File: src/rtl/store_buffer_fwd.sv
// store_buffer_fwd: in-order speculative store buffer with commit/discard, flush,
// program-order drain port and combinational store-to-load forwarding.
module store_buffer_fwd #(
    parameter int DEPTH  = 8,
    parameter int ADDR_W = 32,
    parameter int DATA_W = 32,
    localparam int IDX_W = $clog2(DEPTH),
    localparam int BE_W  = DATA_W / 8
) (
    input  logic              clk_i,
    input  logic              rstn_i,
    input  logic              alloc_valid_i,
    output logic              alloc_ready_o,
    input  logic [ADDR_W-1:0] alloc_addr_i,
    input  logic [DATA_W-1:0] alloc_data_i,
    input  logic [BE_W-1:0]   alloc_be_i,
    output logic [IDX_W-1:0]  alloc_idx_o,
    input  logic              commit_i,
    input  logic [IDX_W-1:0]  commit_idx_i,
    input  logic              discard_i,
    input  logic [IDX_W-1:0]  discard_idx_i,
    input  logic              flush_i,
    output logic              drain_valid_o,
    input  logic              drain_ready_i,
    output logic [ADDR_W-1:0] drain_addr_o,
    output logic [DATA_W-1:0] drain_data_o,
    output logic [BE_W-1:0]   drain_be_o,
    input  logic [ADDR_W-1:0] fwd_addr_i,
    input  logic [BE_W-1:0]   fwd_be_i,
    output logic              fwd_hit_o,
    output logic [DATA_W-1:0] fwd_data_o,
    output logic              fwd_partial_o,
    output logic [IDX_W:0]    count_o,
    output logic              empty_o
);
    localparam int OFF = $clog2(BE_W);

    typedef enum logic [1:0] {FREE, PENDING, COMMITTED, DISCARDED} state_t;

    state_t            r_st [DEPTH];
    logic [ADDR_W-1:0] r_addr [DEPTH];
    logic [DATA_W-1:0] r_data [DEPTH];
    logic [BE_W-1:0]   r_be [DEPTH];
    logic [IDX_W-1:0]  r_head, r_tail;
    logic [IDX_W:0]    r_count;

    state_t            w_st_nxt [DEPTH];
    logic              w_full, w_alloc, w_drain_valid, w_retire;
    logic [IDX_W-1:0]  w_k;
    logic              w_match, w_cover;
    logic [DATA_W-1:0] w_fdata;
    logic [BE_W-1:0]   w_fbe;
    logic              w_unused;

    // No bypass: a full buffer refuses allocation even while the head retires.
    assign w_full        = r_count == (IDX_W + 1)'(DEPTH);
    assign alloc_ready_o = rstn_i && !w_full && !flush_i;
    assign w_alloc       = alloc_valid_i && alloc_ready_o;
    assign alloc_idx_o   = rstn_i ? r_tail : '0;
    assign w_drain_valid = rstn_i && r_st[r_head] == COMMITTED;
    assign w_retire      = rstn_i && (r_st[r_head] == DISCARDED || (w_drain_valid && drain_ready_i));
    assign drain_valid_o = w_drain_valid;
    assign drain_addr_o  = w_drain_valid ? r_addr[r_head] : '0;
    assign drain_data_o  = w_drain_valid ? r_data[r_head] : '0;
    assign drain_be_o    = w_drain_valid ? r_be[r_head] : '0;
    assign count_o       = rstn_i ? r_count : '0;
    assign empty_o       = rstn_i && r_count == '0;
    assign w_unused      = ^fwd_addr_i;

    always_comb begin
        for (int i = 0; i < DEPTH; i++) begin
            w_st_nxt[i] = (w_alloc && r_tail == IDX_W'(i)) ? PENDING
                        : (w_retire && r_head == IDX_W'(i)) ? FREE
                        : ((r_st[i] == PENDING && flush_i) ||
                           (r_st[i] inside {PENDING, COMMITTED} && discard_i && discard_idx_i == IDX_W'(i))) ? DISCARDED
                        : (r_st[i] == PENDING && commit_i && commit_idx_i == IDX_W'(i)) ? COMMITTED
                        : r_st[i];
        end
    end

    always_ff @(posedge clk_i) begin
        if (!rstn_i) begin
            r_head  <= '0;
            r_tail  <= '0;
            r_count <= '0;
            for (int i = 0; i < DEPTH; i++) r_st[i] <= FREE;
        end else begin
            for (int i = 0; i < DEPTH; i++) r_st[i] <= w_st_nxt[i];
            if (w_alloc) begin
                r_addr[r_tail] <= alloc_addr_i;
                r_data[r_tail] <= alloc_data_i;
                r_be[r_tail]   <= alloc_be_i;
            end
            r_head  <= r_head + IDX_W'(w_retire);
            r_tail  <= r_tail + IDX_W'(w_alloc);
            r_count <= r_count + (IDX_W + 1)'(w_alloc) - (IDX_W + 1)'(w_retire);
        end
    end

    // Walk oldest to youngest so the last overlapping live entry wins.
    always_comb begin
        w_k     = r_head;
        w_match = 1'b0;
        w_fdata = '0;
        w_fbe   = '0;
        for (int i = 0; i < DEPTH; i++) begin
            w_k = r_head + IDX_W'(i);
            if (r_st[w_k] inside {PENDING, COMMITTED} &&
                r_addr[w_k][ADDR_W-1:OFF] == fwd_addr_i[ADDR_W-1:OFF] &&
                |(r_be[w_k] & fwd_be_i)) begin
                w_match = 1'b1;
                w_fdata = r_data[w_k];
                w_fbe   = r_be[w_k];
            end
        end
    end

    assign w_cover       = (w_fbe & fwd_be_i) == fwd_be_i;
    assign fwd_hit_o     = rstn_i && w_match && w_cover;
    assign fwd_partial_o = rstn_i && w_match && !w_cover;
    assign fwd_data_o    = (rstn_i && w_match) ? w_fdata : '0;
endmodule
File: config.mk
export PLATFORM = sky130hd
export DESIGN_NAME = store_buffer_fwd
export DESIGN_NICKNAME = d
export VERILOG_FILES = /design/src/rtl/store_buffer_fwd.sv
export SDC_FILE = /design/constraint.sdc
export NUM_CORES = 2
export LEC_CHECK = 0
export BUFFER_PORTS_ARGS = -buffer_cell sky130_fd_sc_hd__buf_2
export CORE_MARGIN = 5
export CORE_UTILIZATION = 64
export CTS_CLUSTER_SIZE = 14
export DETAILED_ROUTE_END_ITERATION = 6
export PLACE_DENSITY = 0.83
export SYNTH_ARGS = -nofsm -noshare
export SYNTH_HDL_FRONTEND = slang
export SYNTH_SLANG_ARGS = --single-unit
export TNS_END_PERCENT = 30
File: constraint.sdc
create_clock -name clk_i -period 11.08 [get_ports clk_i]
set_input_delay 1.662 -clock clk_i [delete_from_list [all_inputs] [get_ports clk_i]]
set_output_delay 1.662 -clock clk_i [all_outputs]
set_load 0.005 [all_outputs]
# Word-level counts from Yosys, hierarchy flattened
# Memory sizes are Yosys's and may differ from the RTL's. A register that Yosys moved wholly into a read port is not among the register bits.
# Cells that the tools add are included.
[word_totals] ff_bits=10 ramBits=560 input_bits=117 output_inout_bits=112 word_cells=308 memories=4
[memory_table] name="r_addr" depth=8 word_bits=32 rd=8 rd_clocked_by_memory_dff=1 wr=1 line_no="41" source="logic [ADDR_W-1:0] r_addr [DEPTH];"
[memory_table] name="r_data" depth=8 word_bits=32 rd=8 rd_clocked_by_memory_dff=1 wr=1 line_no="42" source="logic [DATA_W-1:0] r_data [DEPTH];"
[memory_table] name="r_be" depth=8 word_bits=4 rd=8 rd_clocked_by_memory_dff=1 wr=1 line_no="43" source="logic [BE_W-1:0] r_be [DEPTH];"
[memory_table] name="r_st" depth=8 word_bits=2 rd=16 rd_clocked_by_memory_dff=1 wr=8 line_no="40" source="state_t r_st [DEPTH];"
[classes] addsub=11 eq_ne=71 n_mux=79 bitwise_logic=17 n_reduce_logical=123
[op_table] operator="32-bit two-way mux" n=11
[op_table] operator="30-bit equality test" n=8
[op_table] operator="1-bit logical AND" n=82
[op_table] operator="2-bit two-way mux" n=40
[op_table] operator="3-bit equality test, second input constant" n=16
[op_table] operator="4-bit two-way mux" n=10
[op_table] operator="4-bit AND" n=9
[op_table] operator="2-bit equality test, second input constant" n=17
[op_table] operator="2-bit by 1-bit equality test with 1-bit output, second input constant" n=16
[op_table] operator="2-bit nonzero test" n=16
[op_table] operator="4-bit OR reduction" n=8
[op_table] operator="3-bit by 2-bit equality test with 1-bit output, second input constant" n=8
[op_table] operator="3-bit two-way mux" n=5
[op_table] operator="1-bit two-way mux" n=13
[op_table] operator="3-bit adder, second input constant" n=4
[op_table] operator="3-bit by 1-bit equality test with 1-bit output, second input constant" n=4
[op_table] operator="3-bit zero test" n=4
[op_table] operator="1-bit logical OR" n=9
[op_table] operator="1-bit OR" n=8
[op_table] operator="3-bit by 1-bit adder with 3-bit output" n=2
[op_table] operator="3-bit by 2-bit adder with 3-bit output, second input constant" n=2
[op_table] operator="4-bit by 1-bit adder with 4-bit output" n=1
[op_table] operator="4-bit equality test" n=1
[op_table] operator="4-bit equality test, second input constant" n=1
[op_table] operator="other kinds (4)" n=6

# Logic depth before layout (Yosys ltp)
# An unclocked memory read counts as a cell.
[depth] word_depth=17 mapped_depth=25 mapped_depth_nobuf=14

# Least setup slack after synthesis
# OpenSTA, ideal clock, no wires.
[synth_path] path_type="input-to-reg" start="input port flush_i" end="memory r_addr[0][0], enable pin" setup_ps=668 arrival_time_ps=8886 required_time_ps=10412 setup_slack_ps=1526 cell_stages=5 path_buffers=1 cell_sequence="clkbuf_1 -> nand2b_1 -> a21oi_1 -> nand2_1 -> nor4_1"
[synth_via] elab_chain_len=6
[synth_rtl] item="start: declaration" line_no="22" source="input logic flush_i,"
[synth_rtl] item="1-bit zero test" line_no="57" source="assign alloc_ready_o = rstn_i && !w_full && !flush_i;"
[synth_rtl] item="1-bit logical AND" line_no="57"
[synth_rtl] item="via alloc_ready_o" line_no="13" source="output logic alloc_ready_o,"
[synth_rtl] item="1-bit logical AND" line_no="58" source="assign w_alloc = alloc_valid_i && alloc_ready_o;"
[synth_rtl] item="1-bit two-way mux" line_no="89" source="if (w_alloc) begin"
[synth_rtl] item="1-bit two-way mux" line_no="82" source="if (!rstn_i) begin"
[synth_rtl] item="1-bit two-way mux (not written as such)" line_no="90" source="r_addr[r_tail] <= alloc_addr_i;"
[synth_rtl] item="end: declaration" line_no="41"
# The timed path passes the listed nets, and every way through them passes these cells.

# Worst setup path in the final report
[layout_path] start="register r_head[1]" end="output port fwd_data_o[0]"
[layout_via] elab_chain_len=15 elab_cells_between_ends=83 cone_classes="add/sub: 7; eq/ne: 21; mux: 15; bitwise: 7; reduce/logical: 29; memory: 4"
[layout_rtl] item="start: declaration" line_no="44" source="logic [IDX_W-1:0] r_head, r_tail;"
[layout_rtl] item="start signal: assignment" line_no="94" source="r_head <= r_head + IDX_W'(w_retire);"
[layout_rtl] item="parallel branches: the longest is 14 deep, another holds memory read 8 x 32 bit"
[layout_rtl] item="32-bit two-way mux *" line_no="121" source="assign fwd_data_o = (rstn_i && w_match) ? w_fdata : '0;"
[layout_rtl] item="end: declaration" line_no="31" source="output logic [DATA_W-1:0] fwd_data_o,"
# Mark *: on every way between the ends.

==> impl_metrics.ini <==
[clock_tree]
cts_hold_buf = 0
cts_tree = done
cts_buffer_depth = 3
cts_sinks = 570
htree_levels = 2
cts_inserted_buffers = 61
post_cts.repair.setup_buffers = 0
insertion_delay_ns = 0.67
path_clk_slew_ns = 0.06
cts_resized = 0
cts_root_buf = clkbuf_16

[timing]
fin_tns_setup_ns = 0
timing.fmax_ghz = 0.1025
whs_ns = 0.6296
tightest_slew_ns = 1.209
maxSlewHeadroom_pct = 19.37
fin_crit_ns = 9.756
rsz0062_at_grt = no
finalSetupViolCount = 0
finalHoldViolations = 0
setup_slack_ns = 1.324
finalCritPeriodShare_pct = 88.05
finClkSkew_ns = 0.04702
slew_viol_final = 0

[critical_path]
crit_path_start_kind = register
crit_fanout = 50
crit_buf_inv = 4
max_stage_delay_ns = 0.89
crit_path_frequent_cell = buf_4
path_cells = buf_4 > buf_4 > and2_1 > a22oi_1 > nand2_1 > xor2_1 > nand4_1 > or4_1 > nor3_4 > buf_4 > a221oi_1 > o21ai_0 > a221o_1 > a32o_1 > buf_2
crit_arrival_ns = 8.09
crit_slowest_cell = dfxtp_4
crit_family = simple AND/OR/NAND/NOR gates
endpoint_kind = output port
cp.required_ns = 9.42
reg2reg_slack_ns = 5.69
worstSetupPathType = register to output port

[yosys]
yosysWarnings = 0
synth_seq_area_share_pct = 34.42
synth_top_area_share_pct = 33.36
syn_area_mm2 = 0.04897
synth-seq-cells = 570
synth_flop_cell = edfxtp_1
ys_types = 96
synthArstFlopShare_pct = 0
synth_edf_count = 544
synth_cells = 3874
syn_area_per_cell_um2 = 12.64
yosysTopAreaCell = edfxtp_1
synth_nets = 4020
synth_area_leaders = edfxtp_1 33%, mux4_2 27%, mux2i_1 8.4%

[floorplanning]
start_util_pct = 64.48
core_mm2 = 0.07595
core.rowCount = 101
die_h_um = 286.6
ios = 229
die_w_um = 286.6
dieArea_mm2 = 0.08215

[layout]
fin_cells = 4998
fill_cells = 5049
seq_area_mm2 = 0.01687
layout-drive-gt1-share_pct = 29.34
most-common-layout-cells = 589 x mux4_2, 544 x edfxtp_1, 512 x nand2_1, 410 x mux2i_1, 226 x buf_2
multi_input_area_mm2 = 0.03022
mostFrequentLayoutCell = mux4_2
nets = 4047
final_util_pct = 69.18
design_area_mm2 = 0.05254
syn2layout_area_growth_pct = 7.295

[power]
vdd_drop_max_v = 0.0002125
leakagePower_nw = 17.46
total_power_mw = 5.408
powerDensity_mw_per_mm2 = 102.9

[grt]
grtUsageMet3_pct = 15.27
grt_max_degree = 126
busiest_layer = met2
grt_pass1_wl_um = 266300
grt.total_usage_pct = 43.80
first_global_vias = 39110
met2_usage_pct = 63.80
antenna_found_initial = 21
gr-total-overflow = 0
use_met1_pct = 60.03

[place]
placed_cells = 4868
place_hpwl_um = 122200
pre_cts_ws_ns = 2.347
dpl_cell_area_mm2 = 0.05042
gp_congestion = 1.101
port_buffers = 226

[routing]
wl_per_cell_um = 36.65
wirelength_um = 183200
drcViolationCount = 0
routed-via-count = 40860
drt_iter0_markers = 7237
first_pass_iters = 7
ant_nets = 0
detail_route.vias_per_cell = 8.174

[run]
maxCapViolCount = 0

[worst_hold_path]
hp-class = register to register

[status]
status = completed
-- state kept, by name (all words and copies together) (netlist names) --
register	flops
r_tail	3
r_addr	256
r_data	256
r_be	32
r_head	3
r_count	4
r_st	16
-- Yosys cell counts (all sizes together) (34+ instances only) --
master,count
nor2,57
o21ai,55
nor4,46
xnor2,197
a21oi,87
nand4,44
a221o,36
nor3,54
a31oi,36
a221oi,69
buf,224
o22ai,38
mux4,589
inv,34
nand3,43
a22oi,57
nand2,514
xor2,64
edfxtp,544
and3,52
clkbuf,127
mux2i,410
mux2,97
-- tightest hold or removal path: cells and delay by family (launching register included) --
kind,cells,cell delay [ns]
flip-flops,1,0.36
adder cells (fa/ha/maj),1,0.13
AND/OR/NAND/NOR,1,0.11
-- layout make-up --
type,instances,area share [%]
multi-input combinational,2917,57.51
sequential,570,32.10
timing repair buffer,315,3.615
clock buffer,77,3.096
tap,1030,2.453
clock inverter,39,0.8835
inverter,36,0.2715
antenna,14,0.06668
-- power breakdown --
| group | switching [mW] | total, mW | internal [mW] | leakage [nW] |
|---|---|---|---|---|
| sequential | 0.0275 | 2.41 | 2.38 | 5.11 |
| clock | 0.912 | 2.14 | 1.23 | 0.999 |
| combinational | 0.533 | 0.856 | 0.323 | 11.4 |
-- path summary, 6_finish.rpt --
check,from,end,cells after the start
max,r_head[1],fwd_data_o[0],15
min,r_count[0],r_count[0],2
max reg2reg,r_head[2],r_count[2],15
min reg2reg,r_count[0],r_count[0],2
-- per-layer routing --
layer	routed length (µm)	share of wire, %
met5	114	0.062
met4	11150	6.1
met3	30590	17
met2	78890	43
met1	62450	34
-- kinds of logic (layout without fill, tap and decap cells) --
kind of cell | Yosys count | in the layout | share of synthesized area, %
buffers and inverters | 387 | 467 | 4.198
adders and majority gates | 29 | 29 | 0.7563
and+or+nand+nor | 981 | 981 | 9.916
DFF | 570 | 570 | 34.42
other | 0 | 14 | 0
xor gates and xnor gates | 261 | 261 | 4.699
AOI/OAI and AO/OA | 550 | 550 | 8.311
muxes | 1096 | 1096 | 37.70
(Power assumes the default switching activity.)
